`src/rtl/onehot_display_decoder.sv`:
```
// onehot_display_decoder
//
// Decoder end of the button code path. It accepts 3-bit codes over a
// valid/ready handshake and shows each one as a one-hot pattern on the LED or
// strobe lines for HOLD cycles. Each pattern is followed by GAP blank cycles.
// A one-entry pending slot lets the producer queue the next code while the
// current one is displayed.
//
// Ports
//   clk       system clock, rising edge
//   rst       synchronous, active-high reset
//   code      0 = timed blank slot, 1..6 = line index + 1, 7 = illegal
//   in_valid  producer has a code on `code`
//   in_ready  pending slot is empty, so a code can be taken this cycle
//   b         registered display lines, all zero or exactly one line high
//   busy      a code is pending or a display/gap window is running
//   err       one-cycle pulse after a code 7 has been accepted
//
// state | meaning
// ------+---------------------------------------------------------------
// IDLE  | nothing on display; loads the pending code if there is one
// SHOW  | pattern on b, counting down the HOLD window
// GAP   | b blank, counting down the GAP window before the next code

module onehot_display_decoder #(
    parameter int HOLD = 4,
    parameter int GAP  = 1,
    parameter int CW   = 8
) (
    input  logic       clk,
    input  logic       rst,
    input  logic [2:0] code,
    input  logic       in_valid,
    output logic       in_ready,
    output logic [5:0] b,
    output logic       busy,
    output logic       err
);

    typedef enum logic [1:0] {
        S_IDLE = 2'd0,
        S_SHOW = 2'd1,
        S_GAP  = 2'd2
    } state_t;

    localparam logic [CW-1:0] HOLD_LD = CW'(HOLD - 1);
    localparam logic [CW-1:0] GAP_LD  = CW'((GAP > 0) ? (GAP - 1) : 0);

    state_t        state_q, state_d;
    logic [CW-1:0] cnt_q, cnt_d;
    logic          pend_valid_q, pend_valid_d;
    logic [2:0]    pend_code_q, pend_code_d;
    logic [5:0]    b_q, b_d;
    logic          err_q, err_d;

    logic          accept;
    logic          load;

    // Code 7 never reaches the pending slot, so only 0..6 are decoded here.
    function automatic logic [5:0] onehot(input logic [2:0] c);
        logic [5:0] r;
        r = 6'b000000;
        case (c)
            3'd1:    r = 6'b000001;
            3'd2:    r = 6'b000010;
            3'd3:    r = 6'b000100;
            3'd4:    r = 6'b001000;
            3'd5:    r = 6'b010000;
            3'd6:    r = 6'b100000;
            default: r = 6'b000000;
        endcase
        return r;
    endfunction

    // State register
    always_ff @(posedge clk) begin
        if (rst) begin
            state_q      <= S_IDLE;
            cnt_q        <= '0;
            pend_valid_q <= 1'b0;
            pend_code_q  <= 3'd0;
            b_q          <= 6'b000000;
            err_q        <= 1'b0;
        end else begin
            state_q      <= state_d;
            cnt_q        <= cnt_d;
            pend_valid_q <= pend_valid_d;
            pend_code_q  <= pend_code_d;
            b_q          <= b_d;
            err_q        <= err_d;
        end
    end

    // Next-state logic
    always_comb begin
        state_d      = state_q;
        cnt_d        = cnt_q;
        pend_valid_d = pend_valid_q;
        pend_code_d  = pend_code_q;
        b_d          = b_q;
        err_d        = 1'b0;
        load         = 1'b0;

        // in_ready is !pend_valid_q, so an accept can never coincide with a
        // load: a load needs the slot full, an accept needs it empty.
        accept = in_valid && !pend_valid_q;

        case (state_q)
            S_IDLE: begin
                b_d = 6'b000000;
                if (pend_valid_q) begin
                    load = 1'b1;
                end
            end
            S_SHOW: begin
                if (cnt_q == '0) begin
                    if (GAP > 0) begin
                        b_d     = 6'b000000;
                        cnt_d   = GAP_LD;
                        state_d = S_GAP;
                    end else if (pend_valid_q) begin
                        load = 1'b1;
                    end else begin
                        b_d     = 6'b000000;
                        state_d = S_IDLE;
                    end
                end else begin
                    cnt_d = cnt_q - 1'b1;
                end
            end
            S_GAP: begin
                b_d = 6'b000000;
                if (cnt_q == '0) begin
                    if (pend_valid_q) begin
                        load = 1'b1;
                    end else begin
                        state_d = S_IDLE;
                    end
                end else begin
                    cnt_d = cnt_q - 1'b1;
                end
            end
            default: begin
                b_d     = 6'b000000;
                cnt_d   = '0;
                state_d = S_IDLE;
            end
        endcase

        if (load) begin
            b_d          = onehot(pend_code_q);
            cnt_d        = HOLD_LD;
            state_d      = S_SHOW;
            pend_valid_d = 1'b0;
        end

        if (accept) begin
            if (code == 3'd7) begin
                err_d = 1'b1;
            end else begin
                pend_valid_d = 1'b1;
                pend_code_d  = code;
            end
        end
    end

    // Outputs, from registered state only
    always_comb begin
        in_ready = !pend_valid_q;
        busy     = (state_q != S_IDLE) || pend_valid_q;
        b        = b_q;
        err      = err_q;
    end

endmodule

```
`config.mk`:
```
export PLATFORM = sky130hd
export DESIGN_NAME = onehot_display_decoder
export DESIGN_NICKNAME = d
export VERILOG_FILES = /design/src/rtl/onehot_display_decoder.sv
export SDC_FILE = /design/constraint.sdc
export NUM_CORES = 1
export LEC_CHECK = 0
export CAP_MARGIN = 25
export CORE_ASPECT_RATIO = 1.5
export CORE_MARGIN = 5
export CORE_UTILIZATION = 35
export DETAILED_ROUTE_END_ITERATION = 7
export GPL_TIMING_DRIVEN = 0
export PLACE_DENSITY = 0.55
export SETUP_SLACK_MARGIN = 0.4
export SYNTH_ARGS = -nofsm -noshare
export SYNTH_HDL_FRONTEND = slang
export SYNTH_SLANG_ARGS = --single-unit
```
`constraint.sdc`:
```
create_clock -name clk -period 2.15 [get_ports clk]
set_input_delay 0.3225 -clock clk [delete_from_list [all_inputs] [get_ports clk]]
set_output_delay 0.3225 -clock clk [all_outputs]
set_load 0.02 [all_outputs]
```
# Yosys cells after proc, flatten, opt, wreduce, memory -nomap -nowiden
# Index checks and enable logic that the tools add are counted.
dict set report op_classes {
  add_sub_neg 1
  bitwise_logic 3
  reduce_logical 13
  n_eq_ne 18
  n_mux 20
}
# operator count
set op_table {}
lappend op_table {{$pmux W6 S6} 1}
lappend op_table {{$pmux W8 S3} 1}
lappend op_table {{$mux W6} 3}
lappend op_table {{$mux W8} 2}
lappend op_table {{$eq A3 B3 Y1 const B} 4}
lappend op_table {{$ne A3 B3 Y1 const B} 4}
lappend op_table {{$ne A2 B2 Y1 const B} 5}
lappend op_table {{$logic_not A8 Y1} 1}
lappend op_table {{$mux W2} 4}
lappend op_table {{$reduce_and A4 Y1} 2}
lappend op_table {{$sub A8 B1 Y8 const B} 1}
lappend op_table {{$mux W1} 7}
lappend op_table {{$eq A3 B2 Y1 const B} 2}
lappend op_table {{$pmux W2 S3} 1}
lappend op_table {{$reduce_and A2 Y1} 3}
lappend op_table {{$reduce_or A2 Y1} 2}
lappend op_table {{$eq A3 B1 Y1 const B} 1}
lappend op_table {{$not A1 Y1} 3}
lappend op_table {{$eq A2 B1 Y1 const B} 1}
lappend op_table {{$eq A2 B2 Y1 const B} 1}
lappend op_table {{$logic_not A2 Y1} 1}
lappend op_table {{$pmux W1 S2} 1}
lappend op_table {{$reduce_bool A2 Y1} 1}
lappend op_table {{$logic_and A1 B1 Y1} 1}
lappend op_table {{2 further kinds} 2}
dict set report word_totals {
  in_bits 6
  register_bits 21
  wordCells 63
  out_inout_bits 9
}

# Logic depth before layout (Yosys ltp)
# Gate-level depths: netlist of run 1.
dict set report logic_depth {
  depth_word 6
  mapped_depth 7
  ltp_nobuf 6
}

# Least setup slack after synthesis of run 1
# Ideal clock, no wire load.
dict set report synth_timing {
  path_type {register -> register}
  start {reg state_q[0]}
  end {reg cnt_q[6]}
  arrival_ns 1.793
  path_stages_with_launch 8
  path_buffers 1
  path_slack_ns 0.272
  setup_ns 0.086
  path_cell_list {dfxtp_1 > inv_1 > ha_1 > and4bb_2 > a21o_2 > clkbuf_8 > or3_1 > a211oi_1}
}
dict set report synth_via {
  elab_chain_len 3
  elab_cells_between_ends 9
  classes_between {eq/ne (3); mux (2); bitwise (1); reduce/logical (3)}
}
# element line_no
set synth_lines {}
lappend synth_lines {{start, declared} 49} ;# state_t state_q, state_d;
lappend synth_lines {{start signal, assigned} 85} ;# state_q <= state_d;
lappend synth_lines {{$eq A2 B2 Y1 / $logic_not A2 Y1 (equally long branches)} 108} ;# case (state_q)
lappend synth_lines {{$pmux W1 S2, or another cell as far along} 108}
lappend synth_lines {{$reduce_or A2 Y1 (no source line) / $reduce_and A2 Y1 (equally long branches)} n/a}
lappend synth_lines {{end signal, assigned} 86} ;# cnt_q <= cnt_d;
lappend synth_lines {{end, declared} 50} ;# logic [CW-1:0] cnt_q, cnt_d;
# Several ways; a longest one is shown, not always the timed one.
# A chain may end at the register's enable or synchronous reset.

# Worst setup path in the final report of run 1
dict set report layout_timing {
  start {reg cnt_q[1]}
  end {reg cnt_q[5]}
}
dict set report layout_via {
  elab_chain_len 4
  elab_cells_between_ends 10
  classes_between {add/sub (1); eq/ne (1); mux (5); reduce/logical (3)}
}
# element
set layout_lines {}
lappend layout_lines {{parallel branches: the longest is 4 deep, another holds $sub A8 B1 Y8}}
# Several ways; the timed one is not identified. The select of a mux whose other input is x is not followed.

==> results of run 1 <==
[power groups by stage]
stage                     registers [W]  logic, W  clock network (W)
after detailed placement       0.000540  0.000840                  0
after floorplan                0.000523  0.000651                  0
after global routing           0.000546   0.00129           0.000284
after global placement         0.000538  0.000835                  0
after CTS                      0.000524  0.000998           0.000268
final                          0.000534   0.00118           0.000261
[routing by layer]
layer  vias up  track usage  part of all wire
met5         -            0                 0
met4         0       0.0706             0.016
met3         4       0.0279             0.027
met2        22        0.254              0.54
met1       515        0.139              0.42
li1        532            -                 -
[stage by stage]
| stage | instances | total power [W] | setup slack (ns) | area, um2 | hold slack (ns) |
|---|---|---|---|---|---|
| 6_report | 198 | 0.00197 | 0.395 | 1490 | 0.462 |
| 5_1_grt | 198 | 0.00212 | 0.328 | 1490 | 0.486 |
| 3_3_place_gp | 182 | 0.00137 | 0.165 | 1280 | 0.448 |
| 3_5_place_dp | 182 | 0.00138 | 0.131 | 1280 | 0.451 |
| 4_1_cts | 195 | 0.00179 | 0.183 | 1420 | 0.468 |
| 2_1_floorplan | 129 | 0.00117 | 0.404 | 1100 | 0.384 |
[worst reg2reg max path, cell delays in order, from the launching register on]
cell      delay [ns]
dfxtp_2         0.35
inv_2           0.06
ha_4            0.15
and4bb_2        0.26
a21o_2          0.24
or3_2           0.46
a211oi_2        0.17
[flip-flops by register name, indices dropped and copies added, names as in the netlist]
signal,count
err,1
b,6
pend_code_q,3
pend_valid_q,1
state_q,2
cnt_q,8
[placed cells by master, fill, tap and decap left out, types with 2 or more instances in the layout]
cell	n
a31oi_1	2
inv_2	3
nand2b_1	2
nand4_1	4
o2111ai_1	2
ha_2	2
nor2_1	11
dfxtp_2	4
nor2b_1	3
a21o_2	2
xnor2_1	2
inv_1	5
a21oi_1	12
nor3_1	10
o21ai_0	4
nand3_1	3
buf_4	13
dfxtp_1	17
a211oi_2	2
clkdlybuf4s50_1	12
clkbuf_8	3
ha_1	2
a32oi_1	2
nand2_1	11
clkbuf_1	2
[cell families after synthesis]
family,synth area share
and+or+nand+nor,0.280
AOI/OAI and AO/OA,0.202
DFF,0.386
buffers and inverters,0.0505
adders and majority gates,0.0574
xor gates and xnor gates,0.0241
[layout make-up]
class / instances / area (um2) / area share
Buffer: 4 / 30.0 / 0.0201
Clock buffer: 3 / 41.3 / 0.0276
Clock inverter: 1 / 5.00 / 0.00335
Inverter: 8 / 30.0 / 0.0201
Multi-Input combinational cell: 96 / 686 / 0.459
Sequential cell: 21 / 425 / 0.285
Tap cell: 39 / 48.8 / 0.0327
Timing Repair Buffer: 26 / 228 / 0.152
[path summary, 6_finish.rpt]
kind / startpoint / end / slack (ns) / cells past startpoint
max: cnt_q[1]$_SDFFE_PP0P_ / cnt_q[5]$_SDFFE_PP0P_ / 0.39 / 6
min: b[4]$_SDFFE_PP0P_ / b[4]$_SDFFE_PP0P_ / 0.46 / 2
max reg2reg: cnt_q[1]$_SDFFE_PP0P_ / cnt_q[5]$_SDFFE_PP0P_ / 0.39 / 6
min reg2reg: b[4]$_SDFFE_PP0P_ / b[4]$_SDFFE_PP0P_ / 0.46 / 2
[timing repair]
action	CTS	global route
resized for setup	7	19
pin swaps	3	3
buffers inserted	9	3
setup endpoints to repair	15	17
==> results.txt, run 1 <==
outcome - completed
warnings from Yosys - 0
min-delay worst type - flop to flop
Port-buffer cells - 14
remaining global-route overflow - 0
Netlist cell types - 38
total negative slack - 0 ns
average footprint of a synthesized cell - 8.45 um2
share of the core filled with cells in the final layout - 0.508
CTS tree - yes
weighted congestion reported at the end of routability-driven placement - 0.773
DRT Wirelength - 2890 um
total number of vias - 1073
total DRC errors in the routed layout - 0
critical-path maximum fanout - 4
max cap viols - 0
GRT Resource Usage Total - 0.135
net load switching power - 0.000830 W
half-perimeter wire length after detailed placement - 1960 um
cell area power density - 1320 nW/um2
part of the power in the clock network - 0.132
maximum number of pins on one net before global-route repair - 13
TritonCTS buffer count - 3
fill count - 326
endpoint kind of the worst setup timing path - flop
# diodes - 0
Leakage Power - 0.545 nW
Yosys reg bits - 21
root buffer cell - clkbuf_8
number of H-tree levels - 1
CP Launch Type - flop
count of flip-flops with a built-in enable after synthesis - 0
cell area after synthesis - 1090 um2
final count of hold timing violations - 0
share of power burned in combinational logic - 0.598
mean routed wirelength per cell - 14.6 um
boundary pin count - 15
layout cells sized above 1 - 0.283
clock-pin transition on the worst setup and hold timing paths - 0.08 ns
library cell with the highest instance count after synthesis - dfxtp_1
starting utilization of the core area - 0.370
clk_lat worst skew - 0.26 ns
layout overhead on the synthesized area - 37.1%
proportion of power drawn by flip-flops and latches - 0.270
Final min period - 1.76 ns
area of the die - 4350 um2
Floorplan Core Area - 2940 um2
die height - 78.3 um
initial detailed-routing violation count - 28
Die Span X - 55.6 um
DRT antenna net count - 0
list of most frequent post-synthesis cells - 21 x dfxtp_1, 13 x a21oi_1, 11 x nand2_1, 11 x nor2_1, 10 x nor3_1
Final setup viols - 0
hold buffer count at CTS - 0
worst setup skew after layout - 0.00225 ns
share of the cycle needed by the critical path after routing - 0.816
worst endpoint required time - 2.34 ns
cell taking the most area after synthesis - dfxtp_1
Slowest Stage Delay on Critical Path - 0.46 ns
global-route wire length before repair - 4770 um
headroom to the max-slew limit - 0.626
number of clock sinks - 21
maximum root-to-sink buffer count - 2
standard cell with the maximum stage delay on the critical path - or3_2
row cnt - 24
Worst EP arrival - 1.94 ns
fraction of registers with async set or reset after synthesis - 0
post-synthesis net count - 140
first-pass iteration count of the detailed router - 4
main area contributors after synthesis - dfxtp_1 39%, a21oi_1 6.0%, ha_1 5.7%, nor3_1 4.6%, nand2_1 3.8%
Cell Chain, Critical Path - inv_2 > ha_4 > and4bb_2 > a21o_2 > or3_2 > a211oi_2
share of synthesized area occupied by flip-flops and latches - 0.386
unrepaired setup endpoints after global routing - true
Final Max Tran Viols - 0
top cell family by delay on the critical path - simple AND/OR/NAND/NOR gates
crit path kind - flop to flop
Primary FF master, synth - dfxtp_1
number of nets at the end of the flow - 171
actual slew at the worst max-slew pin - 0.561 ns
total internal power - 0.00114 W
cell count after synthesis - 129
via count of the first global-routing pass - 1100
fraction of power spent switching nets - 0.420
largest vdd supply drop - 0.000590 V
buffer and inverter count on the worst path - 1
number of vias per cell after detailed routing - 5.42
maximum achievable frequency - 570 MHz
initial antenna violation count - 0
share of Yosys cell area claimed by the top area cell type - 0.386
No activity file was read; power rests on OpenSTA's default activity.
==> inputs of run 2 (changes only) <==
--- a/config.mk
+++ b/config.mk
@@ -11,7 +11,7 @@
 export CORE_UTILIZATION = 35
 export DETAILED_ROUTE_END_ITERATION = 7
 export GPL_TIMING_DRIVEN = 0
-export PLACE_DENSITY = 0.55
+export PLACE_DENSITY = 0.57
 export SETUP_SLACK_MARGIN = 0.4
 export SYNTH_ARGS = -nofsm -noshare
 export SYNTH_HDL_FRONTEND = slang
==> constraint.sdc (replaced) <==
create_clock -name clk -period 1.4 [get_ports clk]
set_input_delay 0.21 -clock clk [delete_from_list [all_inputs] [get_ports clk]]
set_output_delay 0.21 -clock clk [all_outputs]
set_load 0.02 [all_outputs]
==> run 2 against run 1 <==
Register-to-register slack got worse by 0.74 ns. Sequential power grew 58%. Combinational power grew 130%. Count of clock-buffer cells in the layout up 1. Critical path type unchanged. Hold slack lost 0.19 ns. Fmax rose by 0.65%. The flow now finishes with violations (negative setup slack).
==> results.txt, run 2 (same netlist as run 1, synthesis figures left out) <==
number of nets at the end of the flow - 187 (was 171)
total number of vias - 1168 (was 1073)
cell area after placement - 1370 um2 (was 1280 um2)
GRT Resource Usage Total - 0.150 (was 0.135)
mean routed wirelength per cell - 15.5 um (was 14.6 um)
most used cells in the layout excluding fill and tap cells - 30 x buf_4, 13 x dfxtp_1, 11 x nor2_1, 10 x nand2_1, 7 x a21oi_1 (was 17 x dfxtp_1, 13 x buf_4, 12 x a21oi_1, 12 x clkdlybuf4s50_1)
largest vdd supply drop - 0.00131 V (was 0.000590 V)
worst-case setup margin in the final layout - -0.344 ns (was 0.395 ns)
unrepaired setup endpoints after global routing - true (unchanged)
max cap viols - 0 (unchanged)
outcome - finished, violations left (was completed)
worst setup skew after layout - 0.00383 ns (was 0.00225 ns)
crit path kind - flop to flop (unchanged)
remaining global-route overflow - 0 (unchanged)
Worst EP arrival - 1.93 ns (was 1.94 ns)
root buffer cell - clkbuf_8 (unchanged)
clk_lat worst skew - 0.26 ns (about the same)
register ranked first by flip-flop count - cnt_q (unchanged)
Leakage Power - 0.708 nW (was 0.545 nW)
number of H-tree levels - 1 (unchanged)
endpoint kind of the worst setup timing path - flop (unchanged)
Final setup viols - 17 (was 0)
number of vias per cell after detailed routing - 5.46 (was 5.42)
total DRC errors in the routed layout - 0 (unchanged)
cell area power density - 2210 nW/um2 (was 1320 nW/um2)
Final min period - 1.74 ns (was 1.76 ns)
global-route wire length before repair - 5230 um (was 4770 um)
worst endpoint required time - 1.59 ns (was 2.34 ns)
Port-buffer cells - 14 (unchanged)
maximum achievable frequency - 573 MHz (was 570 MHz)
Floorplan Core Area - 2940 um2 (unchanged)
via count of the first global-routing pass - 1170 (was 1100)
Final Max Tran Viols - 0 (unchanged)
weighted congestion reported at the end of routability-driven placement - 0.765 (was 0.773)
CP Launch Type - flop (unchanged)
number of clock sinks - 21 (unchanged)
DRT antenna net count - 0 (unchanged)
row cnt - 24 (unchanged)
violations in the final reports - negative setup slack
min-delay worst type - primary input to flop (was flop to flop)
share of the core filled with cells in the final layout - 0.616 (was 0.508)
initial antenna violation count - 0 (unchanged)
worst-case hold slack - 0.272 ns (was 0.462 ns)
share of the cycle needed by the critical path after routing - 1.25 (was 0.816)
layout cells sized above 1 - 0.526 (was 0.283)
layout overhead on the synthesized area - 66.4% (was 37.1%)
# diodes - 0 (unchanged)
maximum number of pins on one net before global-route repair - 12 (was 13)
most frequent standard cell in the layout excluding fill and tap cells - buf_4 (was dfxtp_1)
starting utilization of the core area - 0.370 (unchanged)
first-pass iteration count of the detailed router - 5 (was 4)
CTS tree - yes (unchanged)
area of the die - 4350 um2 (unchanged)
maximum root-to-sink buffer count - 2 (unchanged)
fill count - 269 (was 326)
DRT Wirelength - 3320 um (was 2890 um)
boundary pin count - 15 (unchanged)
hold buffer count at CTS - 0 (unchanged)
headroom to the max-slew limit - 0.624 (was 0.626)
number of flip-flops under the largest register name - 8 (unchanged)
Die Span X - 55.6 um (unchanged)
die height - 78.3 um (unchanged)
TritonCTS buffer count - 3 (unchanged)
critical-path maximum fanout - 5 (was 4)
clock-pin transition on the worst setup and hold timing paths - 0.08 ns (about the same)
final instance area - 1810 um2 (was 1490 um2)
initial detailed-routing violation count - 28 (unchanged)
actual slew at the worst max-slew pin - 0.564 ns (was 0.561 ns)
half-perimeter wire length after detailed placement - 1970 um (was 1960 um)
final count of hold timing violations - 0 (unchanged)
## run 2: routing by layer
metal	vias up	track usage	wire (um)
li1	566	-	-
met1	565	0.158	1310
met2	24	0.275	1820
met3	13	0.0246	68
met4	0	0.0949	127
met5	-	0	0
## run 2: where the power goes
part	switching (W)	internal, W
sequential	0.000134	0.000711
clock	0.000202	0.000203
combinational	0.00131	0.00145
## run 2: worst max-delay path, stage by stage, from the launching register on
cell and delay, ns:
dfxtp_2 0.35, inv_4 0.05, ha_4 0.16, and4bb_2 0.27
a21o_4 0.23, buf_8 0.12, or3_4 0.32, a211oi_2 0.17
## run 2: final timing paths
check / startpoint / endpoint / slack, ns / depth (start not counted)
setup / recovery: cnt_q[0]$_SDFFE_PP0P_ / cnt_q[6]$_SDFFE_PP0P_ / -0.34 / 7
setup reg to reg: cnt_q[0]$_SDFFE_PP0P_ / cnt_q[6]$_SDFFE_PP0P_ / -0.34 / 7
hold reg to reg: b[4]$_SDFFE_PP0P_ / b[4]$_SDFFE_PP0P_ / 0.47 / 2
hold / removal: code[1] / err$_SDFF_PP0_ / 0.27 / 3
## run 2: timing repair
item | in CTS | in global routing
resized for setup | 70 | 28
endpoints found under the setup margin | 29 | 27
setup buffers | 16 | 12
pin swaps | 10 | 15
## run 2: area by class of cell
| cell class | instances | area, um2 | area share |
|---|---|---|---|
| plain buffers | 4 | 51.3 | 0.0283 |
| clock buffers | 4 | 45.0 | 0.0248 |
| inverters | 8 | 40.0 | 0.0221 |
| multi-input cells | 96 | 848 | 0.468 |
| flip-flops and latches | 21 | 440 | 0.243 |
| well taps | 39 | 48.8 | 0.0269 |
| repair buffers | 42 | 339 | 0.187 |
## run 2: metrics by stage
stage	total power (W)	setup WS, ns	setup TNS (ns)	instances
global placement	0.00237	-0.469	-5.95	182
CTS	0.00352	-0.327	-3.40	202
floorplan	0.00206	-0.275	-2.20	129
finish	0.00401	-0.344	-3.70	214
global route	0.00425	-0.373	-4.59	214
detailed placement	0.00239	-0.478	-6.20	182
==> inputs of run 3 (changes only) <==
--- a/config.mk
+++ b/config.mk
@@ -7,7 +7,7 @@
 export LEC_CHECK = 0
 export CAP_MARGIN = 25
 export CORE_ASPECT_RATIO = 1.5
-export CORE_MARGIN = 5
+export CORE_MARGIN = 2
 export CORE_UTILIZATION = 35
 export DETAILED_ROUTE_END_ITERATION = 7
 export GPL_TIMING_DRIVEN = 0
==> run 3 against run 2 <==
The run still ends with negative setup slack left. Highest routed layer unchanged. Sequential cell count unchanged. Cell count shrank 2.3%. Global-route usage grew 3.6 points. Cell area shrank 4.6%. Sequential share of layout area up 1.3 points. Largest cell class unchanged.
==> results.txt, run 3 (same netlist as run 1, synthesis figures left out) <==
total met2 wirelength after detailed routing - 1800 um (was 1820 um)
most frequent standard cell in the layout excluding fill and tap cells - buf_4 (unchanged)
violations in the final reports - negative setup slack (unchanged)
global-route wire length before repair - 5140 um (was 5230 um)
clock-pin transition on the worst setup and hold timing paths - 0.07 ns (was 0.08 ns)
starting utilization of the core area - 0.370 (unchanged)
CP Launch Type - flop (unchanged)
number of clock sinks - 21 (unchanged)
highest routed layer - met4 (unchanged)
Worst EP arrival - 1.89 ns (was 1.93 ns)
Final Max Tran Viols - 0 (unchanged)
half-perimeter wire length after detailed placement - 2010 um (was 1970 um)
worst setup skew after layout - 0.00132 ns (was 0.00383 ns)
number of flip-flops under the largest register name - 8 (unchanged)
area of the die - 3590 um2 (was 4350 um2)
top cell family by delay on the critical path - simple AND/OR/NAND/NOR gates (unchanged)
standard cell with the maximum stage delay on the critical path - dfxtp_2 (unchanged)
Final min period - 1.71 ns (was 1.74 ns)
buffer and inverter count on the worst path - 2 (unchanged)
share of the core filled with cells in the final layout - 0.588 (was 0.616)
cell area power density - 2140 nW/um2 (was 2210 nW/um2)
layout overhead on the synthesized area - 58.7% (was 66.4%)
actual slew at the worst max-slew pin - 0.497 ns (was 0.564 ns)
row cnt - 24 (unchanged)
max cap viols - 0 (unchanged)
most used cells in the layout excluding fill and tap cells - 24 x buf_4, 11 x nor2_1, 11 x dfxtp_1, 10 x nand2_1, 8 x a21oi_2 (was 30 x buf_4, 13 x dfxtp_1, 11 x nor2_1, 10 x nand2_1, 7 x a21oi_1)
DRT antenna net count - 0 (unchanged)
CTS tree - yes (unchanged)
DRT Wirelength - 3100 um (was 3320 um)
min-delay worst type - primary input to flop (unchanged)
critical-path maximum fanout - 5 (unchanged)
Final setup viols - 18 (was 17)
hold buffer count at CTS - 0 (unchanged)
crit path kind - flop to flop (unchanged)
largest vdd supply drop - 0.00105 V (was 0.00131 V)
Cell Chain, Critical Path - inv_2 > ha_4 > and4bb_2 > a21o_2 > clkbuf_8 > or3_1 > a211oi_2 (was inv_4 > ha_4 > and4bb_2 > a21o_4 > buf_8 > or3_4 > a211oi_2)
register ranked first by flip-flop count - cnt_q (unchanged)
Slowest Stage Delay on Critical Path - 0.34 ns (was 0.35 ns)
initial antenna violation count - 0 (unchanged)
headroom to the max-slew limit - 0.668 (was 0.624)
Leakage Power - 0.664 nW (was 0.708 nW)
# diodes - 0 (unchanged)
maximum root-to-sink buffer count - 2 (unchanged)
GRT Resource Usage Total - 0.186 (was 0.150)
outcome - finished, violations left (unchanged)
mean routed wirelength per cell - 14.8 um (was 15.5 um)
clk_lat worst skew - 0.26 ns (about the same)
final count of hold timing violations - 0 (unchanged)
remaining global-route overflow - 0 (unchanged)
unrepaired setup endpoints after global routing - true (unchanged)
fill count - 284 (was 269)
worst-case hold slack - 0.422 ns (was 0.272 ns)
die height - 72.3 um (was 78.3 um)
root buffer cell - clkbuf_8 (unchanged)
pre-CTS WS - -0.472 ns (was -0.478 ns)
layout cells sized above 1 - 0.500 (was 0.526)
TritonCTS buffer count - 3 (unchanged)
Die Span X - 49.6 um (was 55.6 um)
endpoint kind of the worst setup timing path - flop (unchanged)
number of H-tree levels - 1 (unchanged)
initial detailed-routing violation count - 29 (was 28)
boundary pin count - 15 (unchanged)
first-pass iteration count of the detailed router - 4 (was 5)
total DRC errors in the routed layout - 0 (unchanged)
number of vias per cell after detailed routing - 5.29 (was 5.46)
maximum number of pins on one net before global-route repair - 12 (unchanged)
via count of the first global-routing pass - 1127 (was 1170)
detailed-routed wire length on met3 - 53 um (was 68 um)
length of routed wiring on met1 - 1200 um (was 1310 um)
worst-case setup margin in the final layout - -0.305 ns (was -0.344 ns)
number of nets at the end of the flow - 182 (was 187)
Floorplan Core Area - 2940 um2 (unchanged)
worst endpoint required time - 1.59 ns (about the same)
Port-buffer cells - 14 (unchanged)
share of the cycle needed by the critical path after routing - 1.22 (was 1.25)
maximum achievable frequency - 586 MHz (was 573 MHz)
total number of vias - 1106 (was 1168)
weighted congestion reported at the end of routability-driven placement - 0.828 (was 0.765)
[run 3: worst paths after layout]
path	from	endpoint	slack, ns	depth (start not counted)
max	state_q[0]$_SDFFE_PP0P_	cnt_q[6]$_SDFFE_PP0P_	-0.31	7
min	rst	cnt_q[1]$_SDFFE_PP0P_	0.42	2
max reg2reg	state_q[0]$_SDFFE_PP0P_	cnt_q[6]$_SDFFE_PP0P_	-0.31	7
min reg2reg	b[0]$_SDFFE_PP0P_	b[0]$_SDFFE_PP0P_	0.47	2
[run 3: through the flow]
step	cell area [um2]	TNS, ns	power, W	std cells
after floorplan	1180	-2.20	0.00206	129
after global placement	1370	-5.95	0.00237	182
after detailed placement	1370	-6.06	0.00238	182
after CTS	1620	-3.19	0.00336	205
after global routing	1730	-5.05	0.00395	209
final	1730	-3.53	0.00370	209
[run 3: what timing repair did]
item	CTS	global route
pin swaps	12	6
hold endpoints to repair	0	0
resized for setup	60	20
setup endpoints to repair	29	24
cloned	0	0
setup buffers	19	4
[run 3: metal layers]
| layer | track usage | vias up |
|---|---|---|
| li1 | - | 551 |
| met1 | 0.197 | 534 |
| met3 | 0.0288 | 5 |
| met5 | 0 | - |
| met4 | 0.0710 | 0 |
| met2 | 0.360 | 16 |
[run 3: area by class of cell]
class	count	area, um2	share of cell area
timing repair buffer	37	307	0.177
inverter	8	35.0	0.0203
multi-input combinational	96	801	0.463
sequential	21	443	0.256
clock buffer	4	45.0	0.0260
tap	39	48.8	0.0282
buffer	4	50.0	0.0289
[run 3: where the power goes]
group	internal, W	switching, W
clock	0.000203	0.000196
sequential	0.000715	0.000132
combinational	0.00128	0.00117
total	0.00220	0.00150
